[src/rtl/ped_walk_scheduler_if.sv]
// Signal bundle between the button/vehicle-controller side (master) and ped_walk_scheduler (slave).
// The countdown signal exists only when PED_COUNTDOWN_EN is defined.
interface ped_walk_scheduler_if #(
    parameter int NUM_XW = 4,
    parameter int CW     = 8
);
    logic              tick;
    logic [NUM_XW-1:0] btn;
    logic              safe;
    logic              hold_req;
    logic [NUM_XW-1:0] walk;
    logic [NUM_XW-1:0] dw_flash;
    logic [NUM_XW-1:0] pending;
    logic              busy;
    logic              served;
`ifdef PED_COUNTDOWN_EN
    logic [CW-1:0]     countdown;
`endif

    modport master (
        output tick, btn, safe,
        input  hold_req, walk, dw_flash, pending, busy, served
`ifdef PED_COUNTDOWN_EN
        , input countdown
`endif
    );

    modport slave (
        input  tick, btn, safe,
        output hold_req, walk, dw_flash, pending, busy, served
`ifdef PED_COUNTDOWN_EN
        , output countdown
`endif
    );
endinterface

[src/rtl/ped_walk_scheduler.sv]
// Round-robin pedestrian walk scheduler with all-red hold handshake and tick-based phase timers.
// Optional PED_COUNTDOWN_EN adds a countdown output showing the remaining CLEAR ticks.
module ped_walk_scheduler #(
    parameter int NUM_XW  = 4,
    parameter int T_WALK  = 20,
    parameter int T_CLEAR = 10,
    parameter int T_GAP   = 15,
    parameter int CW      = 8
) (
    input  logic               clk,
    input  logic               reset,
    ped_walk_scheduler_if.slave bus
);
    localparam int IW = (NUM_XW > 2) ? $clog2(NUM_XW) : 1;
    localparam int SW = IW + 1;

    typedef enum logic [2:0] {
        S_IDLE  = 3'd0,
        S_REQ   = 3'd1,
        S_WALK  = 3'd2,
        S_CLEAR = 3'd3,
        S_GAP   = 3'd4
    } state_t;

    state_t            state_r, state_nx_s;
    logic [CW-1:0]     timer_r, timer_nx_s, timer_dec_s;
    logic [IW-1:0]     sel_r, sel_nx_s, rr_ptr_r, rr_nx_s;
    logic [NUM_XW-1:0] btn_q_r, press_s, walk_mask_s, pending_r, pend_nx_s;
    logic              served_nx_s, expire_s;

    // First requesting crossing at or above ptr, wrapping modulo NUM_XW.
    function automatic logic [IW-1:0] rr_pick(input logic [NUM_XW-1:0] req, input logic [IW-1:0] ptr);
        logic [IW-1:0] pick;
        logic [SW-1:0] sum;
        logic          found;
        pick  = ptr;
        found = 1'b0;
        for (int i = 0; i < NUM_XW; i++) begin
            sum = {1'b0, ptr} + SW'(i);
            if (sum >= SW'(NUM_XW)) begin
                sum = sum - SW'(NUM_XW);
            end
            if (!found && req[sum[IW-1:0]]) begin
                pick  = sum[IW-1:0];
                found = 1'b1;
            end
        end
        return pick;
    endfunction

    function automatic logic [NUM_XW-1:0] onehot(input logic [IW-1:0] idx);
        return {{(NUM_XW-1){1'b0}}, 1'b1} << idx;
    endfunction

    function automatic logic [IW-1:0] next_idx(input logic [IW-1:0] idx);
        logic [IW-1:0] nxt;
        if (SW'(idx) == SW'(NUM_XW - 1)) begin
            nxt = {IW{1'b0}};
        end else begin
            nxt = idx + {{(IW-1){1'b0}}, 1'b1};
        end
        return nxt;
    endfunction

    assign press_s     = bus.btn & ~btn_q_r;
    assign walk_mask_s = (state_r == S_WALK) ? onehot(sel_r) : {NUM_XW{1'b0}};
    assign timer_dec_s = timer_r - {{(CW-1){1'b0}}, 1'b1};
    assign expire_s    = bus.tick && (timer_r == {{(CW-1){1'b0}}, 1'b1});
    assign bus.pending = pending_r;

    // Next-state, timer and pending-set computation.
    always_comb begin
        state_nx_s  = state_r;
        timer_nx_s  = timer_r;
        sel_nx_s    = sel_r;
        rr_nx_s     = rr_ptr_r;
        served_nx_s = 1'b0;
        // The crossing being walked ignores its own button.
        pend_nx_s   = pending_r | (press_s & ~walk_mask_s);
        case (state_r)
            S_IDLE: begin
                if (|pending_r) begin
                    sel_nx_s   = rr_pick(pending_r, rr_ptr_r);
                    state_nx_s = S_REQ;
                end else begin
                    state_nx_s = S_IDLE;
                end
            end
            S_REQ: begin
                if (bus.safe) begin
                    state_nx_s       = S_WALK;
                    timer_nx_s       = CW'(T_WALK);
                    pend_nx_s[sel_r] = 1'b0;
                    served_nx_s      = 1'b1;
                    rr_nx_s          = next_idx(sel_r);
                end else begin
                    state_nx_s = S_REQ;
                end
            end
            S_WALK: begin
                // Losing all-red aborts the walk and re-queues the crossing.
                if (!bus.safe) begin
                    state_nx_s       = S_CLEAR;
                    timer_nx_s       = CW'(T_CLEAR);
                    pend_nx_s[sel_r] = 1'b1;
                end else if (expire_s) begin
                    state_nx_s = S_CLEAR;
                    timer_nx_s = CW'(T_CLEAR);
                end else if (bus.tick) begin
                    timer_nx_s = timer_dec_s;
                end else begin
                    timer_nx_s = timer_r;
                end
            end
            S_CLEAR: begin
                if (expire_s) begin
                    state_nx_s = S_GAP;
                    timer_nx_s = CW'(T_GAP);
                end else if (bus.tick) begin
                    timer_nx_s = timer_dec_s;
                end else begin
                    timer_nx_s = timer_r;
                end
            end
            S_GAP: begin
                if (expire_s) begin
                    state_nx_s = S_IDLE;
                    timer_nx_s = {CW{1'b0}};
                end else if (bus.tick) begin
                    timer_nx_s = timer_dec_s;
                end else begin
                    timer_nx_s = timer_r;
                end
            end
            default: begin
                state_nx_s = S_IDLE;
                timer_nx_s = {CW{1'b0}};
            end
        endcase
    end

    // State registers and lamp outputs decoded from next state.
    always_ff @(posedge clk or posedge reset) begin
        if (reset) begin
            state_r      <= S_IDLE;
            timer_r      <= {CW{1'b0}};
            sel_r        <= {IW{1'b0}};
            rr_ptr_r     <= {IW{1'b0}};
            pending_r    <= {NUM_XW{1'b0}};
            btn_q_r      <= {NUM_XW{1'b1}};
            bus.hold_req <= 1'b0;
            bus.walk     <= {NUM_XW{1'b0}};
            bus.dw_flash <= {NUM_XW{1'b0}};
            bus.busy     <= 1'b0;
            bus.served   <= 1'b0;
`ifdef PED_COUNTDOWN_EN
            bus.countdown <= {CW{1'b0}};
`endif
        end else begin
            state_r      <= state_nx_s;
            timer_r      <= timer_nx_s;
            sel_r        <= sel_nx_s;
            rr_ptr_r     <= rr_nx_s;
            pending_r    <= pend_nx_s;
            btn_q_r      <= bus.btn;
            bus.hold_req <= (state_nx_s == S_REQ) || (state_nx_s == S_WALK) || (state_nx_s == S_CLEAR);
            bus.walk     <= (state_nx_s == S_WALK)  ? onehot(sel_nx_s) : {NUM_XW{1'b0}};
            bus.dw_flash <= (state_nx_s == S_CLEAR) ? onehot(sel_nx_s) : {NUM_XW{1'b0}};
            bus.busy     <= (state_nx_s != S_IDLE);
            bus.served   <= served_nx_s;
`ifdef PED_COUNTDOWN_EN
            bus.countdown <= (state_nx_s == S_CLEAR) ? timer_nx_s : {CW{1'b0}};
`endif
        end
    end
endmodule
[src/flat_wrapper.sv]
// flat-port wrapper written by rule: the top's interface ports become plain ports
module ped_walk_scheduler_flat 
#(
    parameter int NUM_XW  = 4,
    parameter int T_WALK  = 20,
    parameter int T_CLEAR = 10,
    parameter int T_GAP   = 15,
    parameter int CW      = 8
)
  (clk, reset, bus_tick, bus_btn, bus_safe, bus_hold_req, bus_walk, bus_dw_flash, bus_pending, bus_busy, bus_served);
  ped_walk_scheduler_if #(.NUM_XW(NUM_XW), .CW(CW)) bus_i ();
  input  logic clk;
  input  logic reset;
  input wire logic [$bits(bus_i.tick)-1:0] bus_tick;
  input wire logic [$bits(bus_i.btn)-1:0] bus_btn;
  input wire logic [$bits(bus_i.safe)-1:0] bus_safe;
  output wire logic [$bits(bus_i.hold_req)-1:0] bus_hold_req;
  output wire logic [$bits(bus_i.walk)-1:0] bus_walk;
  output wire logic [$bits(bus_i.dw_flash)-1:0] bus_dw_flash;
  output wire logic [$bits(bus_i.pending)-1:0] bus_pending;
  output wire logic [$bits(bus_i.busy)-1:0] bus_busy;
  output wire logic [$bits(bus_i.served)-1:0] bus_served;
  assign bus_i.tick = bus_tick;
  assign bus_i.btn = bus_btn;
  assign bus_i.safe = bus_safe;
  assign bus_hold_req = bus_i.hold_req;
  assign bus_walk = bus_i.walk;
  assign bus_dw_flash = bus_i.dw_flash;
  assign bus_pending = bus_i.pending;
  assign bus_busy = bus_i.busy;
  assign bus_served = bus_i.served;
  ped_walk_scheduler #(.NUM_XW(NUM_XW), .T_WALK(T_WALK), .T_CLEAR(T_CLEAR), .T_GAP(T_GAP), .CW(CW)) u_core (.clk(clk), .reset(reset), .bus(bus_i));
endmodule
[config.mk]
export PLATFORM = sky130hd
export DESIGN_NAME = ped_walk_scheduler_flat
export DESIGN_NICKNAME = d
export VERILOG_FILES = /design/src/rtl/ped_walk_scheduler_if.sv /design/src/rtl/ped_walk_scheduler.sv /design/src/flat_wrapper.sv
export SDC_FILE = /design/constraint.sdc
export NUM_CORES = 1
export LEC_CHECK = 0
export ABC_AREA = 1
export ABC_CLOCK_PERIOD_IN_PS = 2750
export BUFFER_PORTS_ARGS = -buffer_cell sky130_fd_sc_hd__buf_2
export CAP_MARGIN = 15
export CORE_MARGIN = 5
export CORE_UTILIZATION = 40
export CTS_CLUSTER_DIAMETER = 30
export DETAILED_ROUTE_END_ITERATION = 8
export GPL_TIMING_DRIVEN = 0
export SETUP_SLACK_MARGIN = 0.02
export SYNTH_ARGS = -nofsm -noshare
export SYNTH_HDL_FRONTEND = slang
export SYNTH_SLANG_ARGS = --single-unit
[constraint.sdc]
create_clock -name clk -period 2.75 [get_ports clk]
set_input_delay 0.1375 -clock clk [delete_from_list [all_inputs] [get_ports clk]]
set_output_delay 0.1375 -clock clk [all_outputs]
set_load 0.005 [all_outputs]
==> results.toml <==
[layout]
antenna_cells = 0
post-route-util = 0.476
filler_cell_count = 496
layout_commonest_cell = "nand2_1"
drive_above_1_share = 0.266
layout.cells.non_filler = 359
area_delta_synth_final_pct = 17.6
final_cell_mix = "69 x nand2_1, 33 x inv_1, 30 x dfrtp_1"
nets = 302

[global_route]
antenna_found_initial = 0
grt_pass1_wl_um = 7040
overflow = 0
first_global_vias = 1571
grt_max_degree = 20
grt_usage = 0.139

[clocking]
postCtsSetupBuffers = 0
cts.clk_slew.worst_paths_ns = 0.07
clock_sinks = 34
cts_tree = "yes"
cts_buffers = 5
cts_buffer_depth = 2
insertion_delay_ns = 0.28
root_buffer = "clkbuf_8"
cts_htree_levels = 2

[die]
core_area_um2 = 5010
io_pins = 23
die_x_um = 81.2
initial_utilization = 0.405
dieArea_um2 = 6600
rows = 26
die_y_um = 81.2

[yosys]
netlist_area_um2 = 2030
ys_warn_count = 0
synthCells = 254
ys_ff_latch = 34
avgSynthCellArea_um2 = 7.99
ys_seq_area_frac = 0.422
synth_cell_types = 33
syn-num-nets = 268

[placed_design]
gp_congestion = 0.813
port_buffers = 22
dpl.hpwl_um = 3070
place_ws_ns = 0.975
dp_cells = 347

[sta]
fin_crit_sh = 0.643
final.setup_skew_ns = 0.00500
finalHoldViolCount = 17
worst_slack_ns = 0.983
setup_viol = 0
worstMarginPinSlew_ns = 0.771
relSlewSlack = 0.485
fmax_ghz = 0.566
whs_ns = -0.0191
slew_viol_final = 0
period_needed_ns = 1.77
fin_setup_tns_ns = 0
rsz0062_at_grt = "false"

[routing]
first_iter_violations = 75
ant_nets = 0
routed_wl_um = 3980
vias_per_cell = 4.58
via_count = 1646
first_pass_iters = 4
wl_per_cell_um = 11.1
drc_errors = 0

[setup_path]
crit_fanout = 6
start_kind = "flip-flop"
critical_path_class = "flip-flop to flip-flop"
arrival_ns = 1.94
crit_path_end_kind = "flip-flop"
required_ns = 2.92

[job]
drv_cap = 0

[outcome]
violations = "hold timing"
status = "complete, but fails checks"

[pwr]
power.density_nw_per_um2 = 892
worst_ir_drop_vdd_mv = 0.434
p_leak_nw = 1.23

[min_path]
min_path_type = "input port to asynchronous set/reset pin"
## critical path, stage by stage, from the launching register on
cell and delay, ns:
dfrtp_1 0.37, inv_1 0.12, ha_1 0.18, nand4_2 0.12, nor2_4 0.17, nor2_2 0.07
nor2_2 0.09, nand2_2 0.09, or2_1 0.23, or2_1 0.21
## logic make-up (layout without fill, tap and decap cells)
logic type | Yosys count | after routing | synth area share
buffers and inverters | 44 | 79 | 0.0857
adder cells (fa/ha/maj) | 6 | 6 | 0.0370
flip-flops | 34 | 34 | 0.422
XOR/XNOR | 5 | 5 | 0.0216
AO/OA/AOI/OAI | 22 | 22 | 0.0635
AND/OR/NAND/NOR | 143 | 143 | 0.371
## power breakdown
| group | switching, W | internal, W | leakage (nW) |
|---|---|---|---|
| Combinational | 0.000685 | 0.000370 | 0.792 |
| Clock | 0.000180 | 0.000202 | 0.0482 |
| Sequential | 0.0000755 | 0.000617 | 0.394 |
## routing by layer
| layer | global-route usage | up-vias | wire [µm] |
|---|---|---|---|
| met1 | 0.192 | 738 | 2060 |
| met5 | 0 | - | 0 |
| li1 | - | 866 | - |
| met4 | 0.0557 | 0 | 69 |
| met3 | 0.0388 | 8 | 187 |
| met2 | 0.205 | 34 | 1670 |
## sequential cells by signal, indices dropped and copies added (netlist names)
signal	cells
u_core.timer_r	8
u_core.bus.hold_req	1
u_core.bus.busy	1
u_core.bus.dw_flash	4
u_core.bus.served	1
u_core.state_r	3
u_core.rr_ptr_r	2
u_core.sel_r	2
u_core.bus.walk	4
u_core.btn_q_r	4
u_core.bus.pending	4
## synthesized netlist by cell type
library cell / count / share of area
buf_6: 1 / 0.0055
nor3_1: 5 / 0.012
nand2_4: 7 / 0.039
dfstp_2: 4 / 0.052
nand2_2: 10 / 0.031
or2_2: 1 / 0.0031
nor2_1: 17 / 0.031
dfrtp_1: 30 / 0.37
o22ai_1: 1 / 0.0031
nand3_4: 1 / 0.0086
nor2_2: 3 / 0.0092
or2_1: 2 / 0.0062
nand4_2: 1 / 0.0062
o21ai_0: 13 / 0.032
inv_1: 33 / 0.061
nand3b_1: 1 / 0.0037
nand3_2: 4 / 0.020
nor3b_1: 2 / 0.0074
nand2_1: 69 / 0.13
clkinv_2: 1 / 0.0025
a31oi_1: 1 / 0.0031
xor2_1: 4 / 0.017
o32ai_1: 2 / 0.0086
nand4_1: 3 / 0.0092
inv_2: 9 / 0.017
xnor2_1: 1 / 0.0043
nor3_2: 2 / 0.0099
o2111ai_1: 1 / 0.0043
nand3_1: 12 / 0.030
o211ai_1: 2 / 0.0074
nor2_4: 3 / 0.017
ha_1: 6 / 0.037
a21oi_1: 2 / 0.0049
## area by class of cell
cell class	instances	area [µm²]	share of cell area
Timing Repair Buffer	27	178	0.0745
Buffer	1	11.3	0.00472
Multi-Input combinational cell	176	1000	0.419
Inverter	43	163	0.0682
Clock inverter	1	5.00	0.00210
Sequential cell	34	856	0.359
Clock buffer	7	86.3	0.0362
Tap cell	70	87.6	0.0367
## stage by stage
stage	cell area (µm²)	total power [W]
2_1_floorplan	2030	0.00155
3_3_place_gp	2230	0.00174
3_5_place_dp	2250	0.00176
4_1_cts	2390	0.00215
5_1_grt	2390	0.00233
6_report	2390	0.00213
## path summary, 6_finish.rpt
path	start	end	slack, ns	cells after the start
min in group clk	bus_safe	u_core.bus.pending[2]	0.21	4
setup reg to reg	u_core.timer_r[1]	u_core.bus.busy	0.98	9
hold reg to reg	u_core.timer_r[2]	u_core.timer_r[2]	0.53	2
hold / removal	reset	u_core.bus.busy	-0.02	2
max in group asynchronous	reset	u_core.btn_q_r[0]	2.14	3
setup / recovery	u_core.timer_r[1]	u_core.bus.busy	0.98	9
## timing repair
item	in CTS	in global routing
setup endpoints to repair	0	0
hold buffers	4	0
resized for setup	0	0
endpoints found under the hold margin	4	0
No activity file was read; power rests on OpenSTA's default activity.
